--- config.mk ---
export PLATFORM = sky130hd
export DESIGN_NAME = viterbi_frame_scheduler
export DESIGN_NICKNAME = d
export VERILOG_FILES = /design/src/rtl/viterbi_frame_scheduler.sv
export SDC_FILE = /design/constraint.sdc
export NUM_CORES = 1
export LEC_CHECK = 0
export CAP_MARGIN = 25
export CORE_UTILIZATION = 30
export DETAILED_ROUTE_END_ITERATION = 8
export GPL_ROUTABILITY_DRIVEN = 0
export PLACE_DENSITY = 0.59
export SLEW_MARGIN = 20
export SYNTH_ARGS = -nofsm -noshare
export SYNTH_HDL_FRONTEND = slang
export SYNTH_SLANG_ARGS = --single-unit
--- constraint.sdc ---
create_clock -name clk -period 3.7 [get_ports clk]
set_input_delay 0.925 -clock clk [delete_from_list [all_inputs] [get_ports clk]]
set_output_delay 0.925 -clock clk [all_outputs]
set_load 0.02 [all_outputs]
--- src/rtl/viterbi_frame_scheduler.sv ---
// Frame scheduler in front of a fixed-latency Viterbi decoder: queues 16-bit coded frames and launches them one at a time.
// Latency: launch 2 cycles after a push into an idle block; decoded byte valid DEC_LATENCY+1 cycles after the launch.
// Backpressure: s_ready drops when the frame FIFO is full; m_ready low holds the decoded byte and stalls further launches.
// Optional feature: define VITERBI_SCHED_STATS_EN to enable the completed-frame counter on frame_count.

// Generic synchronous FIFO with a combinational head read and wrap-around pointers.
module sched_fifo #(
    parameter int WIDTH = 16,
    parameter int DEPTH = 4
) (
    input  logic             clk,
    input  logic             rst,
    input  logic             push,
    input  logic [WIDTH-1:0] push_data,
    input  logic             pop,
    output logic [WIDTH-1:0] head_data,
    output logic             full,
    output logic             empty
);
    localparam int AW = $clog2(DEPTH);

    logic [WIDTH-1:0] mem [DEPTH];
    logic [AW:0]      wr_ptr;
    logic [AW:0]      rd_ptr;

    // The extra pointer MSB tells a full FIFO apart from an empty one.
    assign empty     = (wr_ptr == rd_ptr);
    assign full      = (wr_ptr[AW] != rd_ptr[AW]) && (wr_ptr[AW-1:0] == rd_ptr[AW-1:0]);
    assign head_data = mem[rd_ptr[AW-1:0]];

    // Storage write; contents need no reset because the pointers gate every read.
    always_ff @(posedge clk) begin
        if (push) begin
            mem[wr_ptr[AW-1:0]] <= push_data;
        end
    end

    // Pointer update; push and pop in the same cycle leave the occupancy unchanged.
    always_ff @(posedge clk or posedge rst) begin
        if (rst) begin
            wr_ptr <= '0;
            rd_ptr <= '0;
        end else begin
            if (push) begin
                wr_ptr <= wr_ptr + 1'b1;
            end
            if (pop) begin
                rd_ptr <= rd_ptr + 1'b1;
            end
        end
    end
endmodule

module viterbi_frame_scheduler #(
    parameter int DEPTH       = 4,
    parameter int DEC_LATENCY = 8
) (
    input  logic        clk,
    input  logic        rst,
    input  logic        s_valid,
    input  logic [15:0] s_data,
    output logic        s_ready,
    output logic [15:0] dec_data_in,
    output logic        dec_launch,
    input  logic [7:0]  dec_data_out,
    output logic        m_valid,
    output logic [7:0]  m_data,
    input  logic        m_ready,
    output logic        busy,
    output logic [7:0]  frame_count
);
    // Counter only has to hold DEC_LATENCY-1.
    localparam int CW = (DEC_LATENCY > 1) ? $clog2(DEC_LATENCY) : 1;

    localparam logic [1:0] IDLE   = 2'd0;
    localparam logic [1:0] LAUNCH = 2'd1;
    localparam logic [1:0] WAIT   = 2'd2;
    localparam logic [1:0] HOLD   = 2'd3;

    logic [1:0]    state;
    logic [CW-1:0] lat_cnt;
    logic          fifo_push;
    logic          fifo_pop;
    logic          fifo_full;
    logic          fifo_empty;
    logic [15:0]   fifo_head;

    assign s_ready   = !fifo_full;
    assign fifo_push = s_valid && s_ready;
    // Only one frame may be inside the decoder, so the head is taken only from IDLE.
    assign fifo_pop  = (state == IDLE) && !fifo_empty;
    assign busy      = (state != IDLE) || !fifo_empty;

    sched_fifo #(
        .WIDTH (16),
        .DEPTH (DEPTH)
    ) u_frame_fifo (
        .clk       (clk),
        .rst       (rst),
        .push      (fifo_push),
        .push_data (s_data),
        .pop       (fifo_pop),
        .head_data (fifo_head),
        .full      (fifo_full),
        .empty     (fifo_empty)
    );

    // Launch / wait / hold sequencing; dec_data_in is held from launch until the byte is accepted.
    always_ff @(posedge clk or posedge rst) begin
        if (rst) begin
            state       <= IDLE;
            lat_cnt     <= '0;
            dec_data_in <= '0;
            dec_launch  <= 1'b0;
            m_valid     <= 1'b0;
            m_data      <= '0;
        end else begin
            case (state)
                IDLE: begin
                    if (!fifo_empty) begin
                        dec_data_in <= fifo_head;
                        dec_launch  <= 1'b1;
                        state       <= LAUNCH;
                    end
                end
                LAUNCH: begin
                    dec_launch <= 1'b0;
                    lat_cnt    <= CW'(DEC_LATENCY - 1);
                    state      <= WAIT;
                end
                WAIT: begin
                    if (lat_cnt == '0) begin
                        m_data  <= dec_data_out;
                        m_valid <= 1'b1;
                        state   <= HOLD;
                    end else begin
                        lat_cnt <= lat_cnt - 1'b1;
                    end
                end
                HOLD: begin
                    if (m_ready) begin
                        m_valid <= 1'b0;
                        state   <= IDLE;
                    end
                end
                default: begin
                    state <= IDLE;
                end
            endcase
        end
    end

`ifdef VITERBI_SCHED_STATS_EN
    logic [7:0] frame_cnt_q;

    // Count accepted decoded bytes; wraps naturally at 8 bits.
    always_ff @(posedge clk or posedge rst) begin
        if (rst) begin
            frame_cnt_q <= '0;
        end else if (m_valid && m_ready) begin
            frame_cnt_q <= frame_cnt_q + 8'd1;
        end
    end

    assign frame_count = frame_cnt_q;
`else
    assign frame_count = 8'd0;
`endif

endmodule

==> impl_metrics.toml, run 1 <==
[status]
status = "complete, no violations"

[cts]
hold_buffers = 0
cts_tree = "done"
cts-root-buf = "clkbuf_16"
htreeDepth = 3
clkLatencyLatePin_ns = 0.34
clk_pin_slew_ns = 0.07
numCtsBuffers = 9
post-cts-setup-buffer-count = 0
cts.sinks = 101
clk_path_buf_depth = 2
cts-resized-gates = 0

[yosys]
synthTopCellsByArea = "edfxtp_1, dfrtp_1, mux2_4"
synth_area_sq_um = 4164
synth_top_cell_area_share = 0.4615
ys_ff_latch = 101
avgSynthCellArea_sq_um = 19.10
synth_cell_types = 34
netlist_instances = 218
synth_largest_area_cell = "edfxtp_1"
yosys_warnings = 0
seq_area_frac_synth = 0.6839

[floorplan]
io_pins = 64
rows = 42
dieArea_sq_um = 14360
die_width_um = 119.8
die_y_um = 119.8
initial_core_util = 0.3107
core_sq_um = 13400

[timing]
tns_ns = 0
hold_violations = 0
fin_skew_ns = 0.008159
finalCritPeriodShare = 0.7626
final_max_slew_viol_count = 0
finalCriticalPeriod_ns = 2.822
rsz0062_at_grt = "no"
hold_slack_ns = 0.5007
slew_headroom = 0.3678
finalSetupViolCount = 0
fmax_mhz = 354.4
tightest_slew_ns = 0.9483

[finish]
antenna_cells = 0
drive_above_1_share = 0.2028
final_net_count = 321
stdcell_count = 462
fin_area_sq_um = 5191
syn_to_final_growth_pct = 24.67

[detailed_routing]
drt_iter0_drc = 84
drt-vias-per-instance = 4.370
routed_wirelength_mm = 7.186
drc = 0
antenna_left = 0
wire_per_inst_um = 15.55
drtPass1Iterations = 4
vias = 2019

[global_route]
antenna_found_initial = 0
grt_max_degree = 25
first_global_vias = 2044
grt.total_usage = 0.1070
grt_pass1_wl_mm = 11.20
grt_overflow = 0

[worst_setup_path]
cpPeakStageDelay_ns = 0.60
crit_chain = "xnor2_1, nand4_1, clkdlybuf4s50_1"
critPathCaptureType = "output pin"
critPathArrivalTime_ns = 1.90
worstSetupStartpointType = "flop"
required_ns = 2.77
critPathKind = "flop to output pin"
critPathMaxFanout = 5
critPathSlowestCell = "clkdlybuf4s50_1"

[min_path]
hp-class = "flop to flop"

[placement]
placed_area_sq_um = 4863
dp_cells = 445
port-buffer-count = 55
dp_hpwl_mm = 4.586

[power_and_ir_drop]
power_density_nw_per_um2 = 861.6
cellLeakagePower_uw = 0.002003
ir_worst_vdd_mv = 0.3281

[run]
max_cap_violations = 0
## layer usage
metal / track usage / share of wire
met1: 0.1275 / 0.45
met5: 0 / 0
met2: 0.1806 / 0.50
met3: 0.03660 / 0.046
met4: 0.03516 / 0.012
## cells in the final DEF (no fill, tap or decap), types with 5 or more instances in the layout
cell             instances
and3_1                   5
clkbuf_16                9
clkdlybuf4s50_1         55
conb_1                   8
dfrtp_1                 37
edfxtp_1                64
ha_1                    12
inv_1                    9
mux2_2                  10
mux2_4                  17
mux4_1                   7
mux4_2                   9
## worst paths after layout
kind                                               startpoint  slack [ns]  depth (start not counted)                          end
min reg2reg                            dec_launch$_DFFE_PP0P_        0.50                          1       dec_launch$_DFFE_PP0P_
min                                    dec_launch$_DFFE_PP0P_        0.50                          1       dec_launch$_DFFE_PP0P_
max                        u_frame_fifo.wr_ptr[1]$_DFFE_PP0P_        0.88                          3                         busy
min in group asynchronous                                 rst        0.84                          2  dec_data_in[10]$_DFFE_PP0P_
max reg2reg                u_frame_fifo.wr_ptr[1]$_DFFE_PP0P_        1.61                          4   dec_data_in[9]$_DFFE_PP0P_
max in group asynchronous                                 rst        2.34                          3  dec_data_in[14]$_DFFE_PP0P_
## cell families after synthesis
| logic type | after synthesis | synth area share |
|---|---|---|
| DFF | 101 | 0.6839 |
| other | 1 | 0.0009006 |
| adders and majority gates | 12 | 0.03606 |
| buffers and inverters | 25 | 0.03966 |
| and+or+nand+nor | 18 | 0.02344 |
| xor gates and xnor gates | 8 | 0.01863 |
| AOI/OAI and AO/OA | 10 | 0.01623 |
| muxes | 43 | 0.1812 |
## cell type report
| cell class | count | area [sq um] |
|---|---|---|
| inverter | 10 | 37.54 |
| multi-input combinational | 99 | 1177 |
| sequential | 101 | 2848 |
| clock buffer | 10 | 229.0 |
| clock inverter | 6 | 71.32 |
| fill | 1237 | 8209 |
| timing repair buffer | 60 | 608.1 |
| tap | 176 | 220.2 |
## worst max-delay path, delay by kind of cell (launching register included)
kind                   cells  cell delay, ns
buffers and inverters      1            0.60
flip-flops                 1            0.43
XOR/XNOR                   1            0.28
AND/OR/NAND/NOR            1            0.25
## power breakdown
group | internal [uW] | switching [uW] | leakage, uW
clock | 532 | 415 | 0.000145
combinational | 932 | 843 | 0.000841
sequential | 1590 | 156 | 0.00102
total | 3060 | 1410 | 0.00200
## sequential cells by signal, summed over array words and instances, names as in the netlist
register	cells
u_frame_fifo.rd_ptr	3
lat_cnt	3
dec_launch	1
m_data	8
m_valid	1
state	2
dec_data_in	16
u_frame_fifo.mem	64
u_frame_fifo.wr_ptr	3
## cells in the mapped netlist
cell type and count:
and3_1 5, o21ai_0 2, ha_1 12, nor3_1 2
nand2b_1 1, buf_4 8, buf_12 1, inv_1 10
buf_1 1, nor2_1 1, o2bb2ai_1 1, conb_1 1
dfrtp_1 37, mux2_2 10, nand2_1 4, buf_2 2
a31o_1 1, a2bb2oi_1 1, buf_6 3, edfxtp_1 64
nor2b_1 1, mux4_2 9, a32oi_1 1, a22oi_1 1
nor2_2 1, xnor2_1 4, xor2_1 3, mux4_1 7
a21oi_1 3, mux2_4 17, nand4_1 1, nand3_1 1
xnor2_2 1, nand3b_1 1
## per-stage QoR
| step | worst slack, ns | total power [uW] | util |
|---|---|---|---|
| 5_1_grt | 0.7817 | 4722 | 0.3874 |
| 3_3_place_gp | 1.010 | 3549 | 0.3629 |
| 6_report | 0.8785 | 4473 | 0.3874 |
| 4_1_cts | 0.8582 | 4539 | 0.3853 |
| 3_5_place_dp | 1.005 | 3575 | 0.3629 |
| 2_1_floorplan | 1.731 | 3016 | - |
Power figures use the tool's default switching activity.
==> run 2: changes to the inputs <==
- clock period: 3.7 -> 3 ns (I/O delays scaled with it)
==> impl_metrics.toml, run 2 (same netlist as run 1, synthesis figures left out) <==
[floorplan]
io_pins = 64
die_y_um = 119.8
rows = 42
initial_core_util = 0.3107
dieArea_sq_um = 14360
die_width_um = 119.8
core_sq_um = 13400

[timing]
final_max_slew_viol_count = 0
fin_skew_ns = 0.007487
tns_ns = 0
slew_headroom = 0.6525
hold_slack_ns = 0.4991
tightest_slew_ns = 0.5207
rsz0062_at_grt = "no"
fin_ws_ns = 0.3625
fmax_mhz = 379.1
hold_violations = 0
finalCriticalPeriod_ns = 2.638
finalCritPeriodShare = 0.8792
finalSetupViolCount = 0

[global_route]
antenna_found_initial = 0
grt.met1_usage = 0.1299
grt.total_usage = 0.1083
use_met3 = 0.03137
grt_max_degree = 30
use_met2 = 0.1799
gr-max-usage-layer = "met2"
grt_pass1_wl_mm = 11.28
grt_overflow = 0
first_global_vias = 2141

[cts]
clkLatencyLatePin_ns = 0.34
hold_buffers = 0
cts-resized-gates = 0
numCtsBuffers = 9
clk_path_buf_depth = 2
htreeDepth = 3
cts-root-buf = "clkbuf_16"
cts_tree = "done"
clk_pin_slew_ns = 0.07
cts.sinks = 101
post-cts-setup-buffer-count = 0

[power_and_ir_drop]
cellLeakagePower_uw = 0.002038
switching_share = 0.3088
share_comb_of_total_power = 0.402
power.total_uw = 5538
p_clk_frac = 0.206
seqPwrFrac = 0.392
p_sw_uw = 1710
ir_worst_vdd_mv = 0.4758
power_density_nw_per_um2 = 1057
p_int_uw = 3828

[detailed_routing]
antenna_left = 0
wire_per_inst_um = 15.43
drt-vias-per-instance = 4.419
routed_wirelength_mm = 7.251
drtPass1Iterations = 4
vias = 2077
drt_iter0_drc = 75
drc = 0

[status]
status = "complete, no violations"

[worst_setup_path]
crit_buf_inv = 1
rr_worst_depth = 4
worstSetupStartpointType = "flop"
critPathCaptureType = "output pin"
reg2reg_from = "state[0]$_DFFE_PP0P_"
timing.rr.end = "m_data[4]$_DFFE_PP0P_"
cp_top_family = "buffers and inverters"
critPathKind = "flop to output pin"
critPathSlowestCell = "clkdlybuf4s50_1"
crit_chain = "xnor2_1, nand3_1, clkdlybuf4s50_1"
critPathArrivalTime_ns = 1.89
critPathMaxFanout = 6
required_ns = 2.25
cpPeakStageDelay_ns = 0.61
r2r_slack_ns = 1.23

[min_path]
hp-start = "dec_launch$_DFFE_PP0P_"
hp-class = "flop to flop"
hold_path_depth = 1
min_to = "dec_launch$_DFFE_PP0P_"

[finish]
antenna_cells = 0
largest_reg_flops = 64
final_common_cell = "edfxtp_1"
filler_cell_count = 1248
final_net_count = 329
mostFrequentLayoutCells = "edfxtp_1, clkdlybuf4s50_1, dfrtp_1, mux2_4"
syn_to_final_growth_pct = 25.78
drive_above_1_share = 0.2211

[placement]
dp_hpwl_mm = 4.911
port-buffer-count = 55
pre_cts_slack_ns = 0.7050

[run]
max_cap_violations = 0
run 2: cell types whose count changed in the layout (fill, tap and decap cells not counted):
cell      before  now
clkbuf_8       0    1
inv_8          1    0
clkinv_1       1    2
buf_16         1    0
clkinv_2       1    2
buf_12         0    1
buf_4          4   12
clkinv_4       1    0
inv_6          1    0
run 2: worst max-delay path by stage:
stage	from	end	cells after the start
floorplan	u_frame_fifo.rd_ptr[0]$_DFFE_PP0P_	u_frame_fifo.mem[3][0]$_DFFE_PP_	4
global placement	u_frame_fifo.wr_ptr[1]$_DFFE_PP0P_	busy	3
detailed placement	u_frame_fifo.wr_ptr[1]$_DFFE_PP0P_	busy	3
CTS	u_frame_fifo.wr_ptr[1]$_DFFE_PP0P_	busy	3
global route	u_frame_fifo.wr_ptr[1]$_DFFE_PP0P_	busy	3
finish	u_frame_fifo.wr_ptr[1]$_DFFE_PP0P_	s_ready	3
run 2: layout make-up:
cell class                      count  area [sq um]  share of cell area
Inverter                           10         38.79            0.007406
Sequential cell                   101          2848              0.5437
Tap cell                          176         220.2             0.04204
Timing Repair Buffer               68         660.6              0.1261
Clock inverter                      5         50.05            0.009556
Clock buffer                       11         242.7             0.04635
Multi-Input combinational cell     99          1177              0.2248
run 2: stage by stage:
step / instances / cell area, sq um / util
floorplan: 225 / 4190 / -
finish: 470 / 5238 / 0.3909
CTS: 470 / 5238 / 0.3909
detailed placement: 454 / 4945 / 0.3690
global placement: 454 / 4943 / 0.3689
global route: 470 / 5238 / 0.3909
run 2: layer usage:
layer | wire length (um) | part of all wire | vias up
met5 | 0 | 0 | -
met4 | 128 | 0.018 | 0
met3 | 327 | 0.045 | 13
met2 | 3669 | 0.51 | 48
met1 | 3125 | 0.43 | 1061
li1 | - | - | 955
run 2: power groups by stage:
stage	clock (uW)	sequential [uW]	combinational [uW]
6_report	1140	2170	2230
5_1_grt	1230	2220	2410
4_1_cts	1180	2180	2280
3_5_place_dp	0	2200	2270
3_3_place_gp	0	2180	2250
2_1_floorplan	0	2370	1350
run 2: worst register-to-register path, delay by kind of cell, from the launching register on:
kind	cells	cell delay [ns]
buffers and inverters	1	0.13
multiplexers	1	0.41
AND/OR/NAND/NOR	1	0.40
adder cells (fa/ha/maj)	1	0.30
flip-flops	1	0.41
